## src/rtl/nd_1to2_pkg.sv

```systemverilog
// Shared types for the 1-to-2 router node: compare operators, size defaults, FSM states.
// Pure declarations plus the route compare helper; no latency or backpressure of its own.
package nd_1to2_pkg;

  typedef enum logic [2:0] {
    NS_GT_OP  = 3'd0,
    NS_GTE_OP = 3'd1,
    NS_LT_OP  = 3'd2,
    NS_LTE_OP = 3'd3,
    NS_EQ_OP  = 3'd4,
    NS_NE_OP  = 3'd5
  } ns_op_t;

  localparam bit NS_TRUE  = 1'b1;
  localparam bit NS_FALSE = 1'b0;

  localparam int NS_ADDRESS_SIZE = 8;
  localparam int NS_DATA_SIZE    = 8;
  localparam int NS_REDUN_SIZE   = 4;

  typedef enum logic [1:0] {RX_IDLE, RX_CHK, RX_ACK} rx_state_t;
  typedef enum logic [1:0] {TX_IDLE, TX_WAIT_HI, TX_WAIT_LO} tx_state_t;

  // Unsigned compare of a zero-extended field against a reference value.
  function automatic logic ns_range_cmp(input ns_op_t op, input logic [31:0] val,
                                        input logic [31:0] ref_val);
    case (op)
      NS_GT_OP:  return val >  ref_val;
      NS_GTE_OP: return val >= ref_val;
      NS_LT_OP:  return val <  ref_val;
      NS_LTE_OP: return val <= ref_val;
      NS_EQ_OP:  return val == ref_val;
      NS_NE_OP:  return val != ref_val;
      default:   return 1'b0;
    endcase
  endfunction

endpackage

```

## src/rtl/calc_redun.sv

```systemverilog
// Redundancy code: XOR-fold of {src,dst,dat} into RSZ-bit chunks.
// Purely combinational; no backpressure.
module calc_redun #(
  parameter int ASZ = 8,
  parameter int DSZ = 8,
  parameter int RSZ = 4
) (
  input  logic [ASZ-1:0] src,
  input  logic [ASZ-1:0] dst,
  input  logic [DSZ-1:0] dat,
  output logic [RSZ-1:0] red
);

  localparam int MSZ = 2*ASZ + DSZ;

  logic [MSZ-1:0] flat;
  assign flat = {src, dst, dat};

  always_comb begin
    red = '0;
    for (int c = 0; c < MSZ; c += RSZ) begin
      red = red ^ RSZ'(flat >> c);
    end
  end

endmodule

```

## src/rtl/nd_tx_slot.sv

```systemverilog
// One-message holding slot plus its 4-phase output FSM; req rises the cycle after the slot fills.
// Slot stays full (writer must wait) until the sink raises ack.
module nd_tx_slot
  import nd_1to2_pkg::*;
#(
  parameter int MSZ = 28
) (
  input  logic           i_clk,
  input  logic           reset,
  input  logic           wr_en,
  input  logic [MSZ-1:0] wr_msg,
  output logic           full,
  output logic [MSZ-1:0] msg,
  output logic           req,
  input  logic           ack
);

  tx_state_t state;

  always_ff @(posedge i_clk) begin
    if (reset) begin
      state <= TX_IDLE;
      full  <= 1'b0;
      msg   <= '0;
      req   <= 1'b0;
    end else begin
      // The writer only writes an empty slot, so it never races the clear below.
      if (wr_en) begin
        msg  <= wr_msg;
        full <= 1'b1;
      end
      case (state)
        TX_IDLE: begin
          if (full) begin
            req   <= 1'b1;
            state <= TX_WAIT_HI;
          end
        end
        TX_WAIT_HI: begin
          if (ack) begin
            req   <= 1'b0;
            full  <= 1'b0;
            state <= TX_WAIT_LO;
          end
        end
        TX_WAIT_LO: begin
          if (!ack) state <= TX_IDLE;
        end
        default: state <= TX_IDLE;
      endcase
    end
  end

endmodule

```

## src/rtl/nd_1to2.sv

```systemverilog
// 1-in/2-out router: checks redundancy, routes by dst compare; i0_ack 2 cycles and oN_req 3 cycles after req.
// Stalls in the check state while the target slot is full; the other output keeps flowing.
module nd_1to2
  import nd_1to2_pkg::*;
#(
  parameter ns_op_t OPER_1    = NS_GT_OP,
  parameter int     REF_VAL_1 = 0,
  parameter bit     IS_RANGE  = NS_FALSE,
  parameter ns_op_t OPER_2    = NS_GT_OP,
  parameter int     REF_VAL_2 = 0,
  parameter int     ASZ       = NS_ADDRESS_SIZE,
  parameter int     DSZ       = NS_DATA_SIZE,
  parameter int     RSZ       = NS_REDUN_SIZE
) (
  input  logic           i_clk,
  input  logic           reset,
  input  logic [ASZ-1:0] i0_src,
  input  logic [ASZ-1:0] i0_dst,
  input  logic [DSZ-1:0] i0_dat,
  input  logic [RSZ-1:0] i0_red,
  input  logic           i0_req,
  output logic           i0_ack,
  output logic [ASZ-1:0] o0_src,
  output logic [ASZ-1:0] o0_dst,
  output logic [DSZ-1:0] o0_dat,
  output logic [RSZ-1:0] o0_red,
  output logic           o0_req,
  input  logic           o0_ack,
  output logic [ASZ-1:0] o1_src,
  output logic [ASZ-1:0] o1_dst,
  output logic [DSZ-1:0] o1_dat,
  output logic [RSZ-1:0] o1_red,
  output logic           o1_req,
  input  logic           o1_ack,
  output logic           o_err,
  output logic [7:0]     o_err_cnt
);

  localparam int MSZ = 2*ASZ + DSZ + RSZ;

  rx_state_t      rx_state;
  logic [ASZ-1:0] lat_src, lat_dst;
  logic [DSZ-1:0] lat_dat;
  logic [RSZ-1:0] lat_red, exp_red;
  logic           red_ok, route, full0, full1, wr0, wr1;
  logic [MSZ-1:0] lat_msg, slot0_msg, slot1_msg;

  calc_redun #(.ASZ(ASZ), .DSZ(DSZ), .RSZ(RSZ)) u_redun (
    .src (lat_src),
    .dst (lat_dst),
    .dat (lat_dat),
    .red (exp_red)
  );

  assign red_ok  = (exp_red == lat_red);
  assign route   = ns_range_cmp(OPER_1, 32'(lat_dst), 32'(REF_VAL_1)) &&
                   (!IS_RANGE || ns_range_cmp(OPER_2, 32'(lat_dst), 32'(REF_VAL_2)));
  assign lat_msg = {lat_src, lat_dst, lat_dat, lat_red};
  assign wr0     = (rx_state == RX_CHK) && red_ok && !route && !full0;
  assign wr1     = (rx_state == RX_CHK) && red_ok &&  route && !full1;

  always_ff @(posedge i_clk) begin
    if (reset) begin
      rx_state  <= RX_IDLE;
      lat_src   <= '0;
      lat_dst   <= '0;
      lat_dat   <= '0;
      lat_red   <= '0;
      i0_ack    <= 1'b0;
      o_err     <= 1'b0;
      o_err_cnt <= '0;
    end else begin
      case (rx_state)
        RX_IDLE: begin
          if (i0_req && !i0_ack) begin
            lat_src  <= i0_src;
            lat_dst  <= i0_dst;
            lat_dat  <= i0_dat;
            lat_red  <= i0_red;
            rx_state <= RX_CHK;
          end
        end
        RX_CHK: begin
          // A corrupted message is still acknowledged so the source is not wedged.
          if (!red_ok) begin
            o_err <= 1'b1;
            if (o_err_cnt != 8'hFF) o_err_cnt <= o_err_cnt + 8'd1;
            i0_ack   <= 1'b1;
            rx_state <= RX_ACK;
          end else if (wr0 || wr1) begin
            i0_ack   <= 1'b1;
            rx_state <= RX_ACK;
          end
        end
        RX_ACK: begin
          if (!i0_req) begin
            i0_ack   <= 1'b0;
            rx_state <= RX_IDLE;
          end
        end
        default: rx_state <= RX_IDLE;
      endcase
    end
  end

  nd_tx_slot #(.MSZ(MSZ)) u_slot0 (
    .i_clk  (i_clk),
    .reset  (reset),
    .wr_en  (wr0),
    .wr_msg (lat_msg),
    .full   (full0),
    .msg    (slot0_msg),
    .req    (o0_req),
    .ack    (o0_ack)
  );

  nd_tx_slot #(.MSZ(MSZ)) u_slot1 (
    .i_clk  (i_clk),
    .reset  (reset),
    .wr_en  (wr1),
    .wr_msg (lat_msg),
    .full   (full1),
    .msg    (slot1_msg),
    .req    (o1_req),
    .ack    (o1_ack)
  );

  assign {o0_src, o0_dst, o0_dat, o0_red} = slot0_msg;
  assign {o1_src, o1_dst, o1_dat, o1_red} = slot1_msg;

endmodule

```

## config.mk

```make
export PLATFORM = sky130hd
export DESIGN_NAME = nd_1to2
export DESIGN_NICKNAME = d
export VERILOG_FILES = /design/src/rtl/nd_1to2_pkg.sv /design/src/rtl/calc_redun.sv /design/src/rtl/nd_tx_slot.sv /design/src/rtl/nd_1to2.sv
export SDC_FILE = /design/constraint.sdc
export NUM_CORES = 1
export LEC_CHECK = 0
export CAP_MARGIN = 15
export CORE_ASPECT_RATIO = 2
export CORE_UTILIZATION = 45
export DETAILED_ROUTE_END_ITERATION = 16
export PLACE_DENSITY = 0.82
export SLEW_MARGIN = 20
export SYNTH_ARGS = -nofsm -noshare
export SYNTH_HDL_FRONTEND = slang
export SYNTH_SLANG_ARGS = --single-unit
export TNS_END_PERCENT = 20
```

## constraint.sdc

```tcl
create_clock -name i_clk -period 2.3 [get_ports i_clk]
set_input_delay 0.23 -clock i_clk [delete_from_list [all_inputs] [get_ports i_clk]]
set_output_delay 0.23 -clock i_clk [all_outputs]
set_load 0.02 [all_outputs]
```

; ---- Yosys cells after proc, flatten, opt, wreduce, memory -nomap -nowiden
; Cells that the tools add are included.
[word_totals]
input_bits = 33
reg_bits = 104
elab_cells = 96
[classes]
eq_ne = 17
add_sub_neg = 1
reduce_logical = 26
order_cmp = 1
n_bitwise = 6
mux = 29
[op_table]
columns = cell, count
row1 = AND reduction 3 bit, 7
row2 = 2-to-1 mux 2 bit, 10
row3 = XOR 4 bit, 5
row4 = case mux 2 bit (3 select lines), 3
row5 = 2-to-1 mux 1 bit, 13
row6 = != test 2 bit (second input constant), 6
row7 = adder 8 x 1 -> 8 bit (second input constant), 1
row8 = > comparator 8 x 1 -> 1 bit (second input constant), 1
row9 = != test 8 bit (second input constant), 1
row10 = == test 2 x 1 -> 1 bit (second input constant), 3
row11 = == test 2 bit (second input constant), 3
row12 = logical AND 1 bit, 6
row13 = zero test 2 bit, 3
row14 = case mux 1 bit (2 select lines), 3
row15 = nonzero test 2 bit, 3
row16 = == test 4 bit, 1
row17 = zero test 1 bit, 4
row18 = != test 2 x 1 -> 1 bit (second input constant), 2
row19 = AND reduction 2 bit, 2
row20 = != test 3 x 2 -> 1 bit (second input constant), 1
row21 = logical OR 1 bit, 1
row22 = NOT 1 bit, 1

; ---- Longest topological paths before layout
[logic_depth]
depth_word = 13
ltp_mapped = 8
depth_no_buf = 6

; ---- By module
; A second synthesis with hierarchy kept.
[hier_totals]
cells_unflattened = 427
area_unflattened_um2 = 4225.3
[by_module_without_submodules]
columns = module, seq_area_each_um2, cells_each, area_per_inst_um2, n_inst
row1 = nd_tx_slot, 640.6, 105, 1161.1, 2
row2 = nd_1to2, 800.8, 201, 1677.9, 1
row3 = calc_redun, 0.0, 16, 225.2, 1

; ---- Worst setup path before layout
; No wires, ideal clock.
[synth_timing]
kind = register -> register
startpoint = register lat_red[3]
endpoint = register u_slot1.msg[0]
synth_period_minus_slack_ns = 2.543
arrival_ns = 2.425
setup_slack_ns = -0.243
path_buffers = 3
stages_incl_launch_ff = 9
t_required_ns = 2.182
path_cell_list = dfxtp_1 -> xnor3_1 -> xnor3_1 -> or4_4 -> buf_6 -> or4b_4 -> buf_6 -> buf_12 -> mux2i_1
[synth_between]
elab_chain_cells = 4
[synth_rtl]
columns = element, line_no
row1 = from (decl), nd_1to2.sv:44  ; logic [RSZ-1:0] lat_red, exp_red;
row2 = from (signal assigned), nd_1to2.sv:79  ; lat_red <= i0_red;
row3 = == test 4 bit, nd_1to2.sv:55  ; assign red_ok = (exp_red == lat_red);
row4 = logical AND 1 bit (3 in a row), nd_1to2.sv:60  ; assign wr1 = (rx_state == RX_CHK) && red_ok && route && !full1;
row5 = to (signal assigned), nd_tx_slot.sv:29  ; msg <= wr_msg;
row6 = to (decl), nd_tx_slot.sv:13  ; output logic [MSZ-1:0] msg,
; No other way between the ends.
; A chain may end at the register's enable or synchronous reset.

; ---- Worst setup path in the final report
[layout_timing]
startpoint = register lat_red[1]
endpoint = register u_slot1.msg[4]
; The elaborated chain is that of the path after synthesis.

==> load_flow_metrics.sql <==
INSERT INTO impl_metrics (metric_group, metric, value, unit) VALUES
('cells_and_area', 'area_delta_synth_final', '40.57', '%'),
('yosys', 'post_synth_and_or_nand_nor_area_fraction', '19.20', '%'),
('drt', 'drc', '4', ''),
('grt', 'grt_start_max_net_pins', '54', ''),
('floorplan', 'die_x', '71.29', 'um'),
('timing', 'final_min_period_over_clock_period', '111.0', '%'),
('yosys', 'most_used_flip_flop_cell_after_synthesis', 'sky130_fd_sc_hd__dfxtp_1', ''),
('worst_setup_path', 'worst_r2r_startpoint', 'lat_red[1]$_SDFFE_PP0P_', ''),
('yosys', 'post-synth-top-area-fraction', '48.19', '%'),
('power', 'internal_power', '3.786', 'mW'),
('yosys', 'post_synth_mux_area_share', '11.84', '%'),
('cells_and_area', 'finish.cell_count_without_fillers', '696', ''),
('worst_setup_path', 'end_kind', 'register', ''),
('power', 'power.static_leakage', '2.387', 'nW'),
('power', 'share_comb_of_total_power', '35.4', '%'),
('worst_setup_path', 'critical_path_required', '2.53', 'ns'),
('grt', 'grt_first_pass_wirelength', '17.37', 'mm'),
('power', 'vdd_ir_drop_max', '614.5', 'uV'),
('run_status', 'outcome', 'finished with violations', ''),
('yosys', 'synthXorXnorAreaFrac', '6.719', '%'),
('drt', 'routed_wirelength', '10.97', 'mm'),
('place', 'placed_cell_area', '5643', 'um2'),
('timing', 'fmax', '0.3918', 'GHz'),
('yosys', 'syn_area', '4320', 'um2'),
('run', 'max-cap-violations', '0', ''),
('timing', 'finClkSkew', '0.008132', 'ns'),
('power', 'clock_network_power_share', '26.5', '%'),
('worst_setup_path', 'arrival', '2.78', 'ns'),
('yosys', 'synth_cells', '461', ''),
('grt', 'antenna_found_initial', '0', ''),
('cts', 'cts.sinks', '104', ''),
('floorplan', 'floorplan.die.height', '140.6', 'um'),
('yosys', 'synth-edff-count', '0', ''),
('worst_setup_path', 'cp-startpoint', 'lat_red[1]$_SDFFE_PP0P_', ''),
('timing', 'setup_ws', '-0.2525', 'ns'),
('cts', 'cts_root_buffer', 'sky130_fd_sc_hd__clkbuf_16', ''),
('min_path', 'timing.hold.worst.class', 'input pin to register', ''),
('timing', 'final-setup-viol-count', '58', ''),
('yosys', 'postSynthNetCount', '498', ''),
('cts', 'clkSlewWorstSetupHoldPaths', '0.07', 'ns'),
('timing', 'layout_min_cycle_time', '2.553', 'ns'),
('yosys', 'ys_types', '44', ''),
('cts', 'cts_buffer_depth', '2', ''),
('grt', 'grt_use_total', '22.49', '%'),
('worst_setup_path', 'worst_setup_path_start_kind', 'register', ''),
('drt', 'ant_nets', '0', ''),
('worst_setup_path', 'critPathMaxFanout', '20', ''),
('worst_setup_path', 'crit_type', 'register to register', ''),
('drt', 'drtIter0Drc', '207', ''),
('cells_and_area', 'antennaDiodeCount', '0', ''),
('yosys', 'synth-async-reset-ratio', '0', '%'),
('power', 'power_frac_seq', '38.1', '%'),
('floorplan', 'start_util', '46.35', '%'),
('floorplan', 'pin_count', '101', ''),
('run_status', 'failed_checks', 'DRC, setup timing', ''),
('cells_and_area', 'final_layout_size_suffix_gt1_share', '14.36', '%'),
('cts', 'htree_levels', '3', ''),
('drt', 'dr.pass1.iters', '11', ''),
('timing', 'timing_worst_slew_pin_value', '0.5974', 'ns'),
('min_path', 'worstHoldStart', 'reset', ''),
('cells_and_area', 'postLayoutCellArea', '6073', 'um2'),
('drt', 'wl_per_cell', '15.76', 'um'),
('drt', 'via_total_after_detailed_routing', '3702', ''),
('yosys', 'post_synth_fa_ha_maj_area_fraction', '1.158', '%'),
('floorplan', 'core_region_area', '9321', 'um2'),
('grt', 'gr-total-overflow', '0', ''),
('floorplan', 'core.rowCount', '50', ''),
('power', 'switching_share', '31.78', '%'),
('drt', 'vias_per_cell', '5.319', ''),
('yosys', 'synth_compound_gate_area_share', '8.225', '%'),
('floorplan', 'die_area', '10020', 'um2');
## routing by layer
layer  share of wire (%)  GRT usage (%)  wire, um  vias up
met1                  36          23.84      3958     1771
met5                   0              0         0        -
met2                  58          43.06      6315      102
met4                 2.7          9.474       298        0
met3                 3.6          2.931       396       21
li1                    -              -         -     1808
## cells in the mapped netlist, types with 2 or more instances
library cell                instances
sky130_fd_sc_hd__a21oi_1           35
sky130_fd_sc_hd__o21a_1             5
sky130_fd_sc_hd__nor3_1             3
sky130_fd_sc_hd__o21ai_0            2
sky130_fd_sc_hd__nor3b_1           11
sky130_fd_sc_hd__nor2_1             9
sky130_fd_sc_hd__and3_1             6
sky130_fd_sc_hd__buf_6              2
sky130_fd_sc_hd__xor2_1             2
sky130_fd_sc_hd__mux2i_1           50
sky130_fd_sc_hd__buf_12             2
sky130_fd_sc_hd__xnor2_2            3
sky130_fd_sc_hd__xnor3_1            8
sky130_fd_sc_hd__buf_2              3
sky130_fd_sc_hd__a2111oi_0          2
sky130_fd_sc_hd__o31a_1             3
sky130_fd_sc_hd__a221oi_1           2
sky130_fd_sc_hd__clkbuf_1          21
sky130_fd_sc_hd__nand3_1            4
sky130_fd_sc_hd__nand2_1          137
sky130_fd_sc_hd__xnor2_1            5
sky130_fd_sc_hd__nor4_1             7
sky130_fd_sc_hd__inv_1              9
sky130_fd_sc_hd__dfxtp_1          104
sky130_fd_sc_hd__or2_2              2
sky130_fd_sc_hd__a31oi_1            3
sky130_fd_sc_hd__ha_1               4
## cell usage in the layout (no fill, tap or decap), types with 3 or more instances in the layout
master,synthesis,final
sky130_fd_sc_hd__nand2_1,137,137
sky130_fd_sc_hd__clkdlybuf4s50_1,0,99
sky130_fd_sc_hd__dfxtp_1,104,97
sky130_fd_sc_hd__mux2i_1,50,49
sky130_fd_sc_hd__buf_4,1,36
sky130_fd_sc_hd__a21oi_1,35,35
sky130_fd_sc_hd__nor3b_1,11,11
sky130_fd_sc_hd__clkbuf_16,0,9
sky130_fd_sc_hd__inv_1,9,8
sky130_fd_sc_hd__xnor3_1,8,8
sky130_fd_sc_hd__nor2_1,9,8
sky130_fd_sc_hd__dfxtp_2,0,7
sky130_fd_sc_hd__and3_1,6,6
sky130_fd_sc_hd__nor4_1,7,6
sky130_fd_sc_hd__xnor2_1,5,5
sky130_fd_sc_hd__o21a_1,5,5
sky130_fd_sc_hd__nand3_1,4,4
sky130_fd_sc_hd__ha_1,4,4
sky130_fd_sc_hd__buf_12,2,4
sky130_fd_sc_hd__xnor2_2,3,3
sky130_fd_sc_hd__a31oi_1,3,3
sky130_fd_sc_hd__nor3_1,3,3
sky130_fd_sc_hd__o31a_1,3,3
## critical path, cell delays in order (launching register included)
cell	delay [ns]
sky130_fd_sc_hd__dfxtp_2	0.32
sky130_fd_sc_hd__xnor3_1	0.42
sky130_fd_sc_hd__xnor3_1	0.27
sky130_fd_sc_hd__or4_4	0.55
sky130_fd_sc_hd__or4b_4	0.52
sky130_fd_sc_hd__buf_12	0.19
sky130_fd_sc_hd__mux2i_2	0.16
## metrics by stage
step	setup slack [ns]	hold slack [ns]	power, mW	setup TNS (ns)	utilization, %
6_report	-0.2525	0.4460	5.550	-6.695	65.15
3_3_place_gp	-0.2293	0.4445	3.904	-10.16	60.54
3_5_place_dp	-0.2591	0.4453	3.975	-11.78	60.54
5_1_grt	-0.2920	0.4560	5.822	-10.08	65.15
4_1_cts	-0.2257	0.4305	5.510	-8.583	64.82
2_1_floorplan	-0.2239	0.3466	3.268	-8.080	-
## logic make-up after synthesis
family	after synthesis
and+or+nand+nor	187
AOI/OAI and AO/OA	58
muxes	51
DFF	104
adders and majority gates	4
buffers and inverters	39
xor gates and xnor gates	18
## registers in the layout, indices dropped and copies added (netlist names), 2 cells and up
| name | cells |
|---|---|
| lat_dat | 8 |
| lat_dst | 8 |
| lat_red | 4 |
| lat_src | 8 |
| o_err_cnt | 8 |
| rx_state | 2 |
| u_slot0.msg | 28 |
| u_slot0.state | 2 |
| u_slot1.msg | 28 |
| u_slot1.state | 2 |
## layout make-up
class	instances	area, um2
Sequential cell	104	2091
Inverter	9	33.78
Tap cell	104	130.1
Clock inverter	5	40.04
Fill cell	717	3248
Clock buffer	11	252.7
Timing Repair Buffer	145	1439
Multi-Input combinational cell	318	2087
## power groups by stage
stage,registers [mW],logic [mW],clock network (mW)
2_1_floorplan,2.19,1.08,0
3_3_place_gp,2.14,1.77,0
3_5_place_dp,2.15,1.83,0
4_1_cts,2.11,1.90,1.50
5_1_grt,2.13,2.12,1.57
6_report,2.11,1.96,1.47
## repair_timing
action | 4_1_cts | 5_1_grt
gates cloned | 2 | 0
gates resized for setup | 9 | 5
buffers inserted | 2 | 1
endpoints found under the setup margin | 58 | 58
pin swaps | 3 | 2
## path summary, 6_finish.rpt
path / to / cells after the start
worst min register to register: o_err$_SDFFE_PP0P_ / 2
worst max register to register: u_slot1.msg[4]$_SDFFE_PP0P_ / 6
worst min-delay path: o_err_cnt[5]$_SDFFE_PP0P_ / 3
worst max-delay path: u_slot1.msg[4]$_SDFFE_PP0P_ / 6
No activity file was read; power rests on OpenSTA's default activity.
